--- config.mk ---
export PLATFORM = sky130hd
export DESIGN_NAME = if_id_queue
export DESIGN_NICKNAME = d
export VERILOG_FILES = /design/src/rtl/pipe_pkg.sv /design/src/rtl/if_id_queue.sv
export SDC_FILE = /design/constraint.sdc
export NUM_CORES = 1
export LEC_CHECK = 0
export CORE_AREA = 3 3 123 125
export DETAILED_ROUTE_END_ITERATION = 8
export DIE_AREA = 0 0 126 128
export PLACE_DENSITY_LB_ADDON = 0.25
export SLEW_MARGIN = 20
export SYNTH_ARGS = -nofsm -noshare
export SYNTH_HDL_FRONTEND = slang
export SYNTH_SLANG_ARGS = --single-unit
--- constraint.sdc ---
create_clock -name clk -period 1.83 [get_ports clk]
set_input_delay 0.183 -clock clk [delete_from_list [all_inputs] [get_ports clk]]
set_output_delay 0.183 -clock clk [all_outputs]
set_load 0.02 [all_outputs]
--- src/rtl/pipe_pkg.sv ---
// Shared pipeline types used by the fetch and decode stages.
package pipe_pkg;

    localparam int unsigned XLEN = 32;

    typedef struct packed {
        logic [XLEN-1:0] pc;
        logic [XLEN-1:0] instr;
    } fetch_pkt_t;

endpackage

--- src/rtl/if_id_queue.sv ---
// Fetch-to-decode packet queue with a valid/ready handshake on both sides.
// The optional stall/bubble performance counters are enabled by defining
// IF_ID_PERF_CNT_EN. Without it, both counter ports read as 0.
module if_id_queue
    import pipe_pkg::*;
#(
    parameter int unsigned DEPTH = 2
) (
    input  logic            clk,
    input  logic            rst_n,
    input  logic            flush,
    input  logic            f_valid,
    input  logic [XLEN-1:0] f_pc,
    input  logic [XLEN-1:0] f_instr,
    output logic            f_ready,
    output logic            d_valid,
    output logic [XLEN-1:0] d_pc,
    output logic [XLEN-1:0] d_instr,
    input  logic            d_ready,
    output logic [31:0]     stall_cnt,
    output logic [31:0]     bubble_cnt
);

    localparam int unsigned PtrW = $clog2(DEPTH);
    localparam int unsigned CntW = PtrW + 1;
    localparam logic [CntW-1:0] DepthC = CntW'(DEPTH);

    fetch_pkt_t      mem_q [DEPTH];
    fetch_pkt_t      mem_d [DEPTH];
    logic [PtrW-1:0] wptr_q, wptr_d;
    logic [PtrW-1:0] rptr_q, rptr_d;
    logic [CntW-1:0] count_q, count_d;
    logic            push, pop;
    fetch_pkt_t      head;

    // Handshake outputs depend only on registered state, so there is no
    // combinational path from d_ready to f_ready and no empty-queue bypass.
    always_comb begin
        f_ready = (count_q < DepthC);
        d_valid = (count_q != '0);
        head    = mem_q[rptr_q];
        d_pc    = head.pc;
        d_instr = head.instr;
        push    = f_valid && f_ready && !flush;
        pop     = d_valid && d_ready && !flush;
    end

    // Next-state for storage, pointers and occupancy; flush overrides everything.
    always_comb begin
        mem_d   = mem_q;
        wptr_d  = wptr_q;
        rptr_d  = rptr_q;
        count_d = count_q;
        if (flush) begin
            wptr_d  = '0;
            rptr_d  = '0;
            count_d = '0;
        end else begin
            if (push) begin
                mem_d[wptr_q] = '{pc: f_pc, instr: f_instr};
                wptr_d        = wptr_q + PtrW'(1);
            end
            if (pop) begin
                rptr_d = rptr_q + PtrW'(1);
            end
            unique case ({push, pop})
                2'b10:   count_d = count_q + CntW'(1);
                2'b01:   count_d = count_q - CntW'(1);
                default: count_d = count_q;
            endcase
        end
    end

    // Queue state register; storage is cleared on reset so d_pc/d_instr read 0.
    always_ff @(posedge clk or negedge rst_n) begin
        if (!rst_n) begin
            for (int i = 0; i < DEPTH; i++) begin
                mem_q[i] <= '0;
            end
            wptr_q  <= '0;
            rptr_q  <= '0;
            count_q <= '0;
        end else begin
            mem_q   <= mem_d;
            wptr_q  <= wptr_d;
            rptr_q  <= rptr_d;
            count_q <= count_d;
        end
    end

`ifdef IF_ID_PERF_CNT_EN
    logic [31:0] stall_cnt_q, stall_cnt_d;
    logic [31:0] bubble_cnt_q, bubble_cnt_d;

    // Saturating counters; deliberately unaffected by flush.
    always_comb begin
        stall_cnt_d  = stall_cnt_q;
        bubble_cnt_d = bubble_cnt_q;
        if (f_valid && !f_ready && (stall_cnt_q != 32'hFFFF_FFFF)) begin
            stall_cnt_d = stall_cnt_q + 32'd1;
        end
        if (d_ready && !d_valid && (bubble_cnt_q != 32'hFFFF_FFFF)) begin
            bubble_cnt_d = bubble_cnt_q + 32'd1;
        end
    end

    // Performance counter registers.
    always_ff @(posedge clk or negedge rst_n) begin
        if (!rst_n) begin
            stall_cnt_q  <= '0;
            bubble_cnt_q <= '0;
        end else begin
            stall_cnt_q  <= stall_cnt_d;
            bubble_cnt_q <= bubble_cnt_d;
        end
    end

    assign stall_cnt  = stall_cnt_q;
    assign bubble_cnt = bubble_cnt_q;
`else
    assign stall_cnt  = '0;
    assign bubble_cnt = '0;
`endif

endmodule

==> summary.md, run 1 <==
| Metric | Value |
|---|---|
| RR Startpoint | count_q[1] |
| TritonCTS buffer count | 17 |
| Cell Pwr Density | 1280 mW/mm^2 |
| Wire length per cell | 16.7 um |
| Non-Filler Instances | 782 |
| Crit path time final | 1790 ps |
| Synth Instances | 427 |
| Crit share post-route | 97.7% |
| Initial antenna violation count | 0 |
| Layout cell share with drive strength beyond 1 | 52.7% |
| Final hold vios | 0 |
| CTS tree | done |
| CTS sink cnt | 132 |
| Residual DRC | 0 |
| Critical Path RT | 1650 ps |
| First-pass GRT wire length | 21.7 mm |
| Crit path from | rptr_q |
| Drt initial violations | 85 |
| CTS root buf | clkbuf_16 |
| Distinct cells, synth | 20 |
| Setup crit end kind | output port |
| Worst slew pin tran | 583 ps |
| GRT overflow | 0 |
| Via/cell ratio | 4.79 |
| Setup TNS Final | 0 ps |
| Drt pass-1 iters | 4 |
| Largest net degree at the start of global routing | 42 |
| Mean Syn Cell Area | 14.6 um^2 |
| CTS clk-pin slew, worst paths | 60 ps |
| Max IR drop VDD | 685 uV |
| DP Worst Slack | -47.6 ps |
| Worst flop-to-flop path endpoint | mem_q[55] |
| Rows | 43 |
| Status | complete, no violations |
| CORE AREA | 0.0140 mm^2 |
| CTS HTree Levels | 4 |
| Netlist Area Pre-Place | 0.00623 mm^2 |
| Worst skew pair latency | 400 ps |
| Vias in the first global route | 4125 |
| Port-buffer cells | 134 |
| DRT antenna net count | 0 |
| Leakage | 3.60 nW |
| Worst setup path end | d_pc[16] |
| Setup violators final | 0 |
| Post-synthesis sequential element count | 132 |
| Top Ports | 199 |
| Sequential-to-total area share from yosys stat | 53.1% |
| Final wirelength | 13.1 mm |
| GRT Total Usage | 17.0% |
| Fin util | 58.0% |
| Crit path arrival time | 1600 ps |
| FF-to-FF setup slack | 170 ps |
| Diode count | 0 |
| Skew final | 5.16 ps |
| Final GP Congestion | 0.768 |
| Hold Path Class | input pin to async pin |
| Worst setup SP type | flop |
| Initial Util | 44.5% |
| Layout area overhead | 30.2% |
| HPWL after DPL | 9.10 mm |
| Max Fclk | 0.560 GHz |
| RSZ-0062 raised after global routing | true |
| Clock buffer depth | 2 |
| Total Nets Final | 659 |
| Die width | 126 um |
| Final WS setup | 42.9 ps |
| Crit Path Max Fanout | 10 |
| Tot Pwr | 10.4 mW |
| Ys Warns | 0 |
| WS Path Type | flop to output port |
| Relative slew margins | 61.1% |
| Die Height | 128 um |
| R2r worst-path depth | 5 |
| Via Count | 3747 |
| Die area | 0.0161 mm^2 |
| Placed cell count | 745 |
| Slew Limit Fails | 0 |
| Max_cap viols | 0 |
## critical path, cell delays in order, from the launching register on
cell and delay (ps):
dfrtp_2 380, buf_4 160, buf_16 150, mux2_2 350
buf_4 160
## timing repair
| item | 4_1_cts | 5_1_grt |
|---|---|---|
| hold buffers | 1 | 0 |
| endpoints found under the hold margin | 35 | 0 |
| pin swaps | 0 | 0 |
| setup buffers | 3 | 0 |
| resized for setup | 268 | 3 |
| setup endpoints to repair | 65 | 32 |
| gates cloned | 2 | 0 |
## final cells by class
| class | instances | area, um^2 |
|---|---|---|
| fillers | 1150 | 5880 |
| flip-flops and latches | 132 | 3300 |
| multi-input cells | 273 | 2530 |
| repair buffers | 165 | 1440 |
| clock buffers | 20 | 447 |
| well taps | 180 | 225 |
| clock inverters | 11 | 159 |
| inverters | 1 | 3.75 |
## cell usage after synthesis (all sizes together)
cell type | count | area, um^2
nor2b | 2 | 12.5
nor2 | 2 | 7.51
o21ai | 2 | 10.0
or2 | 1 | 6.26
dfrtp | 132 | 3300
a21oi | 2 | 10.0
nand2 | 1 | 3.75
conb | 1 | 3.75
buf | 82 | 623
xor2 | 2 | 17.5
clkbuf | 2 | 7.51
mux2 | 193 | 2170
nor3b | 1 | 7.51
nor3 | 1 | 16.3
inv | 1 | 3.75
nand2b | 2 | 20.0
## report_power, final
group / switching (mW) / internal [mW]
Combinational: 1.34 / 1.45
Sequential: 0.382 / 3.73
Clock: 1.18 / 2.29
Total: 2.89 / 7.47
## per-stage QoR
step,hold slack (ps),area [um^2]
floorplan,-113,6460
global placement,220,7700
detailed placement,222,7700
CTS,322,8100
global route,343,8110
finish,311,8110
## sequential cells by signal (all words and copies together), names as in the netlist
| signal | count |
|---|---|
| mem_q | 128 |
| count_q | 2 |
| rptr_q | 1 |
| wptr_q | 1 |
## metal layers
layer	global-route usage, %	vias up	share of wire, %
met5	0	-	0
met4	5.30	0	1.2
met3	5.79	13	7.4
met2	29.4	130	52
met1	20.1	1911	39
li1	-	1693	-
## worst min-delay path by stage
stage          start          to  slack (ps)  depth (start not counted)
6_report       rst_n   mem_q[17]         310                          2
4_1_cts        rst_n   mem_q[81]         320                          2
5_1_grt        rst_n   mem_q[81]         340                          2
3_3_place_gp   rst_n   mem_q[81]         220                          1
2_1_floorplan  rst_n  count_q[0]        -110                          0
3_5_place_dp   rst_n   mem_q[81]         220                          1
## cells in the final DEF (no fill, tap or decap), types with 3 or more instances in the layout
master	synthesis	layout
conb_1	1	64
clkinv_2	0	6
buf_12	0	9
buf_2	6	59
mux2_1	5	5
buf_4	70	21
clkbuf_16	0	17
buf_6	6	3
dfrtp_1	132	131
mux2_2	188	187
clkdlybuf4s50_1	0	68
bufinv_16	0	4
## kinds of logic after synthesis
| logic type | count (synthesis) | share of synthesized area (%) |
|---|---|---|
| compound gates | 4 | 0.322 |
| mux | 193 | 34.9 |
| simple gates | 10 | 1.19 |
| flops | 132 | 53.1 |
| other cells | 1 | 0.0602 |
| buf+inv | 85 | 10.2 |
| xor+xnor | 2 | 0.281 |
No activity file was read; power rests on OpenSTA's default activity.
==> inputs of run 2 (changes only) <==
--- a/config.mk
+++ b/config.mk
@@ -5,11 +5,11 @@
 export SDC_FILE = /design/constraint.sdc
 export NUM_CORES = 1
 export LEC_CHECK = 0
+export ABC_CLOCK_PERIOD_IN_PS = 1830
 export CORE_AREA = 3 3 123 125
 export DETAILED_ROUTE_END_ITERATION = 8
 export DIE_AREA = 0 0 126 128
 export PLACE_DENSITY_LB_ADDON = 0.25
-export SLEW_MARGIN = 20
 export SYNTH_ARGS = -nofsm -noshare
 export SYNTH_HDL_FRONTEND = slang
 export SYNTH_SLANG_ARGS = --single-unit
==> results of run 2 <==
Final layout, timing and power as in run 1 (identical DEF).
==> inputs of run 3 (changes only) <==
--- a/config.mk
+++ b/config.mk
@@ -5,7 +5,6 @@
 export SDC_FILE = /design/constraint.sdc
 export NUM_CORES = 1
 export LEC_CHECK = 0
-export ABC_CLOCK_PERIOD_IN_PS = 1830
 export CORE_AREA = 3 3 123 125
 export DETAILED_ROUTE_END_ITERATION = 8
 export DIE_AREA = 0 0 126 128
==> results of run 3 <==
Final layout, timing and power as in run 1 (identical DEF).
